$ cat src/rtl/dadda_mul_arbiter.sv
// rtl/dadda_mul_arbiter.sv - round-robin arbiter sharing one pipelined multiplier among NREQ requesters
module dadda_mul_arbiter #(
   parameter int NREQ    = 4,
   parameter int WIDTH   = 16,
   parameter int MUL_LAT = 2
) (
   input  logic                    clk,
   input  logic                    rst_n,
   input  logic [NREQ-1:0]         req_valid,
   input  logic [NREQ*WIDTH-1:0]   req_a,
   input  logic [NREQ*WIDTH-1:0]   req_b,
   output logic [NREQ-1:0]         req_ready,
   output logic [NREQ-1:0]         rsp_valid,
   output logic [NREQ*2*WIDTH-1:0] rsp_p,
   input  logic [NREQ-1:0]         rsp_ready,
   output logic                    mul_en,
   output logic [WIDTH-1:0]        mul_a,
   output logic [WIDTH-1:0]        mul_b,
   input  logic [2*WIDTH-1:0]      mul_p,
   output logic                    idle
);
   localparam int IDW = (NREQ > 1) ? $clog2(NREQ) : 1;
   localparam int PW  = 2 * WIDTH;

   logic [IDW-1:0]  rr_ptr;
   logic [NREQ-1:0] inflight;
   logic [NREQ-1:0] busy;
   logic [NREQ-1:0] eligible;
   logic [NREQ-1:0] grant;
   logic            grant_any;
   logic [IDW-1:0]  grant_id;
   logic [IDW-1:0]  idx;
   logic [IDW-1:0]  issue_id;
   logic            cap_en;
   logic [IDW-1:0]  cap_id;
   logic [MUL_LAT-1:0] tag_v;
   logic [IDW-1:0]  tag_id [MUL_LAT];

   // A requester stays busy while its operation is in flight or its result is unconsumed;
   // a result handshaking this cycle frees the requester for a same-cycle re-grant.
   assign busy      = inflight | (rsp_valid & ~rsp_ready);
   assign eligible  = req_valid & ~busy;
   assign req_ready = grant;
   assign idle      = ~|inflight & ~|rsp_valid;
   assign cap_en    = tag_v[MUL_LAT-1];
   assign cap_id    = tag_id[MUL_LAT-1];

   // Round-robin scan starting just after the last granted requester
   always_comb begin
      grant     = '0;
      grant_any = 1'b0;
      grant_id  = '0;
      idx       = '0;
      for (int k = 1; k <= NREQ; k++) begin
         idx = IDW'((int'(rr_ptr) + k) % NREQ);
         if (!grant_any && eligible[idx]) begin
            grant_any   = 1'b1;
            grant[idx]  = 1'b1;
            grant_id    = idx;
         end
      end
      if (!rst_n) begin
         grant     = '0;
         grant_any = 1'b0;
      end
   end

   // Register the granted operands toward the multiplier and move the priority pointer
   always_ff @(posedge clk or negedge rst_n) begin
      if (!rst_n) begin
         mul_en   <= 1'b0;
         mul_a    <= '0;
         mul_b    <= '0;
         issue_id <= '0;
         rr_ptr   <= IDW'(NREQ - 1);
      end else begin
         mul_en <= grant_any;
         if (grant_any) begin
            mul_a    <= req_a[int'(grant_id)*WIDTH +: WIDTH];
            mul_b    <= req_b[int'(grant_id)*WIDTH +: WIDTH];
            issue_id <= grant_id;
            rr_ptr   <= grant_id;
         end
      end
   end

   // Shadow pipe carrying the issuing requester's id alongside the multiplier latency
   always_ff @(posedge clk or negedge rst_n) begin
      if (!rst_n) begin
         tag_v <= '0;
         for (int s = 0; s < MUL_LAT; s++) tag_id[s] <= '0;
      end else begin
         tag_v[0]  <= mul_en;
         tag_id[0] <= issue_id;
         for (int s = 1; s < MUL_LAT; s++) begin
            tag_v[s]  <= tag_v[s-1];
            tag_id[s] <= tag_id[s-1];
         end
      end
   end

   // Capture returning products into the owner's result buffer and track in-flight state
   always_ff @(posedge clk or negedge rst_n) begin
      if (!rst_n) begin
         inflight  <= '0;
         rsp_valid <= '0;
         rsp_p     <= '0;
      end else begin
         for (int i = 0; i < NREQ; i++) begin
            if (grant[i])
               inflight[i] <= 1'b1;
            else if (cap_en && cap_id == IDW'(i))
               inflight[i] <= 1'b0;
            if (cap_en && cap_id == IDW'(i)) begin
               rsp_valid[i]        <= 1'b1;
               rsp_p[i*PW +: PW]   <= mul_p;
            end else if (rsp_ready[i]) begin
               rsp_valid[i] <= 1'b0;
            end
         end
      end
   end

   // A returning product must never land on an unconsumed result
   always_ff @(posedge clk) begin
      if (rst_n && cap_en) assert (!rsp_valid[cap_id]);
   end
endmodule

$ cat config.mk
export PLATFORM = sky130hd
export DESIGN_NAME = dadda_mul_arbiter
export DESIGN_NICKNAME = d
export VERILOG_FILES = /design/src/rtl/dadda_mul_arbiter.sv
export SDC_FILE = /design/constraint.sdc
export NUM_CORES = 1
export LEC_CHECK = 0
export ABC_CLOCK_PERIOD_IN_PS = 4600
export CAP_MARGIN = 20
export CORE_ASPECT_RATIO = 0.8
export CORE_MARGIN = 5
export CORE_UTILIZATION = 45
export DETAILED_ROUTE_END_ITERATION = 6
export GPL_TIMING_DRIVEN = 0
export PLACE_DENSITY = 0.84
export SLEW_MARGIN = 10
export SYNTH_ARGS = -nofsm -noshare
export SYNTH_HDL_FRONTEND = slang
export SYNTH_SLANG_ARGS = --single-unit
$ cat constraint.sdc
create_clock -name clk -period 4.6 [get_ports clk]
set_clock_uncertainty 0.2 [all_clocks]
set_input_delay 1.38 -clock clk [delete_from_list [all_inputs] [get_ports clk]]
set_output_delay 1.38 -clock clk [all_outputs]
set_load 0.01 [all_outputs]
# == Word level (Yosys, flattened, before mapping) ==
# Cells that the tools add are included.
# totals
ff_bits,179
latch_bits,0
mem_bits_rw,0
rom_bits,0
out_inout_bits,170
word_cells,119
mem_count,0
# op_classes
add_sub_neg,4
mul,0
n_div,0
n_lt_le_gt_ge,8
n_eq_ne,3
n_shift,2
mux,46
bitwise_logic,9
n_reduce_logical,27
# ops
op,count
$shiftx A64 B7 Y16,2
$mux W1,29
$mux W4,5
$or A4 B4 Y4,4
$reduce_bool A2 Y1,8
$lt A2 B3 Y1 const B,4
$logic_and A1 B1 Y1,11
$and A4 B4 Y4,2
$bmux W1 S2,4
$demux W1 S2,4
$ge A2 B1 Y1 const B,4
$mux W2,4
$not A4 Y4,2
$reduce_or A4 Y1,2
$logic_not A1 Y1,5
$add A2 B1 Y2 const B,2
$add A2 B2 Y2 const B,2
$eq A2 B2 Y1 const B,2
$eq A2 B1 Y1 const B,1
$logic_not A2 Y1,1
$and A1 B1 Y1,1

# == Depth between registers and ports, before layout ==
# Gate-level depths: netlist (run 1).
# depth
ltp_word,19
mapped_depth,12
mapped_depth_nobuf,9

# == Least setup slack after synthesis (run 1) ==
# OpenSTA, ideal clock, no wires.
# synth_timing
kind,input port to output port
from,input port req_valid[0]
to,output port req_ready[0]
t_arrival_ns,3.011
setup_slack_ns,0.009
cell_stages,8
path_buffers,1
path_cell_list,nor2b_2 and2_4 mux4_2 buf_6 nor2_1 a221oi_1 a2bb2oi_1 nor2_1
# synth_via
elab_chain_len,14
# synth_lines
element,line,source
"start, declared",9,"input logic [NREQ-1:0] req_valid,"
$and A4 B4 Y4 (*),42,assign eligible = req_valid & ~busy;
$bmux W1 S2,56,if (!grant_any && eligible[idx]) begin
$mux W1 (not written as such),56,
$mux W1,56,
$logic_not A1 Y1,56,
$logic_and A1 B1 Y1,56,
$mux W1,56,
$logic_not A1 Y1,56,
$logic_and A1 B1 Y1,56,
$mux W1,56,
$logic_not A1 Y1,56,
$logic_and A1 B1 Y1,56,
$mux W4 (*),56,
$mux W4 (*),62,if (!rst_n) begin
"end, declared",12,"output logic [NREQ-1:0] req_ready,"
# Every way passes the cells marked *; elsewhere a longest branch is shown, timed or not. The select of a mux whose other input is x is not followed.

# == Final worst setup path (run 1) ==
# layout_timing
from,input port rsp_ready[3]
to,output port req_ready[2]
# layout_via
elab_chain_len,18
# layout_lines
element,line,source
"start, declared",15,"input logic [NREQ-1:0] rsp_ready,"
$not A4 Y4 (*),41,assign busy = inflight | (rsp_valid & ~rsp_ready);
$and A4 B4 Y4 (*),41,
$or A4 B4 Y4 (*),41,
$not A4 Y4 (*),42,
$and A4 B4 Y4 (*),42,
$bmux W1 S2,56,
$mux W1 (not written as such),56,
$mux W1,56,
[... 2 more ...],--,
$mux W1,56,
$logic_not A1 Y1,56,
$logic_and A1 B1 Y1,56,
$mux W1,56,
$logic_not A1 Y1,56,
$logic_and A1 B1 Y1,56,
$mux W4 (*),56,
$mux W4 (*),62,
# Marked as above.

==> results of run 1 <==
sequential cells by signal, indices dropped and copies added, names as in the netlist:
signal,count
rsp_valid,4
mul_b,16
rsp_p,128
tag_v,2
tag_id,2
cap_id,2
issue_id,2
mul_a,16
mul_en,1
inflight,4
rr_ptr,2
area by class of cell:
| cell class | count | area [um^2] | area share |
|---|---|---|---|
| multi-input cells | 503 | 4490 | 0.323 |
| flip-flops and latches | 179 | 4480 | 0.322 |
| repair buffers | 367 | 3610 | 0.259 |
| clock buffers | 17 | 425 | 0.0306 |
| well taps | 264 | 330 | 0.0238 |
| plain buffers | 54 | 325 | 0.0234 |
| clock inverters | 15 | 205 | 0.0148 |
| inverters | 7 | 30.0 | 0.00216 |
| diodes | 2 | 5.00 | 0.000360 |
synth_stat cells, types with 2 or more instances:
library cell / number / area (um^2)
a2111oi_0: 4 / 35.0
a21o_1: 4 / 30.0
a21oi_1: 5 / 25.0
a221oi_1: 9 / 78.8
a221oi_2: 61 / 916
a2bb2oi_1: 4 / 35.0
and2b_1: 2 / 15.0
buf_2: 12 / 60.1
buf_4: 8 / 60.1
buf_6: 8 / 90.1
clkbuf_1: 25 / 93.8
dfrtp_1: 177 / 4430
dfstp_2: 2 / 52.6
ha_1: 8 / 100
inv_1: 5 / 18.8
inv_2: 2 / 7.51
mux2_2: 128 / 1440
mux4_2: 3 / 67.6
nand2_1: 110 / 413
nand2b_1: 6 / 37.5
nand3_1: 7 / 35.0
nand3b_1: 2 / 15.0
nand4_1: 2 / 12.5
nor2_1: 82 / 308
nor2b_1: 3 / 18.8
o21ai_0: 4 / 20.0
o31ai_1: 3 / 22.5
o31ai_2: 30 / 375
or4_1: 2 / 15.0
timing repair:
action | 4_1_cts | 5_1_grt
buffers inserted | 21 | 6
resized for setup | 84 | 4
setup endpoints to repair | 4 | 4
pin swaps | 13 | 9
report_power, final:
part           switching [mW]  total [mW]  internal [mW]
Sequential              0.466        2.85           2.39
Clock                   0.728        1.52          0.794
Combinational            3.40        6.83           3.43
Total                    4.59        11.2           6.61
through the flow:
| step | utilization | power (mW) | area [um^2] |
|---|---|---|---|
| floorplan | - | 6.73 | 9130 |
| CTS | 0.695 | 11.2 | 13800 |
| finish | 0.698 | 11.2 | 13900 |
| global placement | 0.645 | 9.25 | 12900 |
| detailed placement | 0.647 | 9.40 | 12900 |
| global route | 0.698 | 11.8 | 13900 |
per-layer routing:
metal	vias up	track usage
met5	-	0
met2	318	0.408
met3	55	0.0620
met1	3916	0.349
met4	2	0.0671
li1	3522	-
kinds of logic after synthesis:
logic type               synth area share
flip-flops                          0.491
AND/OR/NAND/NOR                     0.105
adder cells (fa/ha/maj)            0.0110
buffers and inverters              0.0366
multiplexers                        0.165
XOR/XNOR                         0.000960
AO/OA/AOI/OAI                       0.190
worst max-delay path: stages:
cell       delay (ns)
buf_6            0.09
and2b_2          0.26
nor2_4           0.04
mux4_2           0.49
buf_12           0.16
a221oi_2         0.30
a2bb2oi_2        0.22
nor2_1           0.07
buf_2            0.14
worst max-delay path by stage:
stage                     slack [ns]           end    startpoint
final                          -0.14  req_ready[2]  rsp_ready[3]
after detailed placement       -1.17  req_ready[3]  rsp_ready[1]
after floorplan                0.009  req_ready[0]  req_valid[0]
after global placement         -7.19  req_ready[0]         rst_n
after global routing           -0.23  req_ready[2]  rsp_ready[3]
after CTS                      -0.11  req_ready[2]  rsp_ready[0]
==> metrics.cfg, run 1 <==
[global_routing]
grt_pass1_vias = 7905
track_usage = 0.254
grt-ovfl-total = 0
grt_max_degree = 111
grt_first_pass_wirelength_um = 46100
antenna_found_initial = 1

[clock_tree]
cts.sinks = 179
clk_latency_ns = 0.42
cts-root-buf = clkbuf_16
postCtsHoldBufs = 0
clk_pin_slew_ns = 0.07
cts_tree = built
clockBufferDepth = 2
h-tree-depth = 4
cts_buffers = 17

[critical_path]
r2r_start = rr_ptr[1]$_DFFE_PN1P_
cp_max_fo = 7
crit_path_end_kind = primary output
path_class = in2out
worstPathArrival_ns = 3.16
crit_required_ns = 3.02
r2r_end = mul_b[10]$_DFFE_PN0P_
r2r_cells = 12
r2r_slack_ns = 0.83
worstSetupStartpointType = input port

[sta]
fin_hold_ws_ns = 0.149
slew_viol_final = 0
relSlewSlack = 0.410
timing.final.crit_share = 1.03
setup_viol = 4
tns_ns = -0.559
min_period_ns = 4.74
finalHoldViolations = 0
setup_slack_ns = -0.141
worst-slew-pin-transition_ns = 0.882
fmax_mhz = 211
rsz0062_at_grt = yes

[status]
violations = setup timing
status = finished with violations

[routing]
wl_met1_um = 12800
wl_met3_um = 2230
wl_per_cell_um = 21.5
wl_met2_um = 14600
routed_via_density = 5.55
dr.pass1.iters = 5
vias = 7813
routed_wl_um = 30300
routed.top_layer = met5
drc = 0
ant_nets = 0
drt_iter0_drc = 617

[floorplan]
die_h_um = 137
rows = 46
start_util = 0.458
die_x_um = 169
boundaryPins = 340
core-area_mm2 = 0.0199
dieArea_mm2 = 0.0232

[power_and_ir_drop]
ir_drop_v = 0.000480
powerDensity_mw_per_mm2 = 806
p_leak_nw = 5.88

[place]
io_buffers = 339
dp.cells = 1347
place_ws_ns = -1.17
gp_congestion = 0.938
dpl.hpwl_um = 22500

[flow_run]
drv_cap = 0

[synthesis]
syn-num-nets = 921
yosysSeqAreaShare = 0.491
synth_edf_count = 0
synth_cell_type_count = 54
async_reset_ff_frac = 1.00
yosysWarnings = 0
netlist_instances = 743
dominantRegCellSynth = dfrtp_1
netlist_area_mm2 = 0.00913
ys_seq_elements = 179
syn_avg_cell_area_um2 = 12.3

[cells_and_area]
instances_no_fill = 1408
fillers = 1469
final_cell_mix = 326 x clkdlybuf4s50_1, 177 x dfrtp_1, 128 x mux2_2
syn_to_final_growth_pct = 52.3
fin_nets = 1307
layout-drive-gt1-share = 0.320
final_common_cell = clkdlybuf4s50_1

[min_path]
holdPathStages = 0
min_path_type = reg2reg
hold_end = cap_id[1]$_DFF_PN0_
hp-start = tag_id[3]$_DFF_PN0_

Power figures use the tool's default switching activity.
==> inputs of run 2 (changes only) <==
--- a/config.mk
+++ b/config.mk
@@ -13,7 +13,6 @@
 export DETAILED_ROUTE_END_ITERATION = 6
 export GPL_TIMING_DRIVEN = 0
 export PLACE_DENSITY = 0.84
-export SLEW_MARGIN = 10
 export SYNTH_ARGS = -nofsm -noshare
 export SYNTH_HDL_FRONTEND = slang
 export SYNTH_SLANG_ARGS = --single-unit
==> results of run 2 <==
Same layout as run 1: the final DEF is identical, and so are final timing and power.
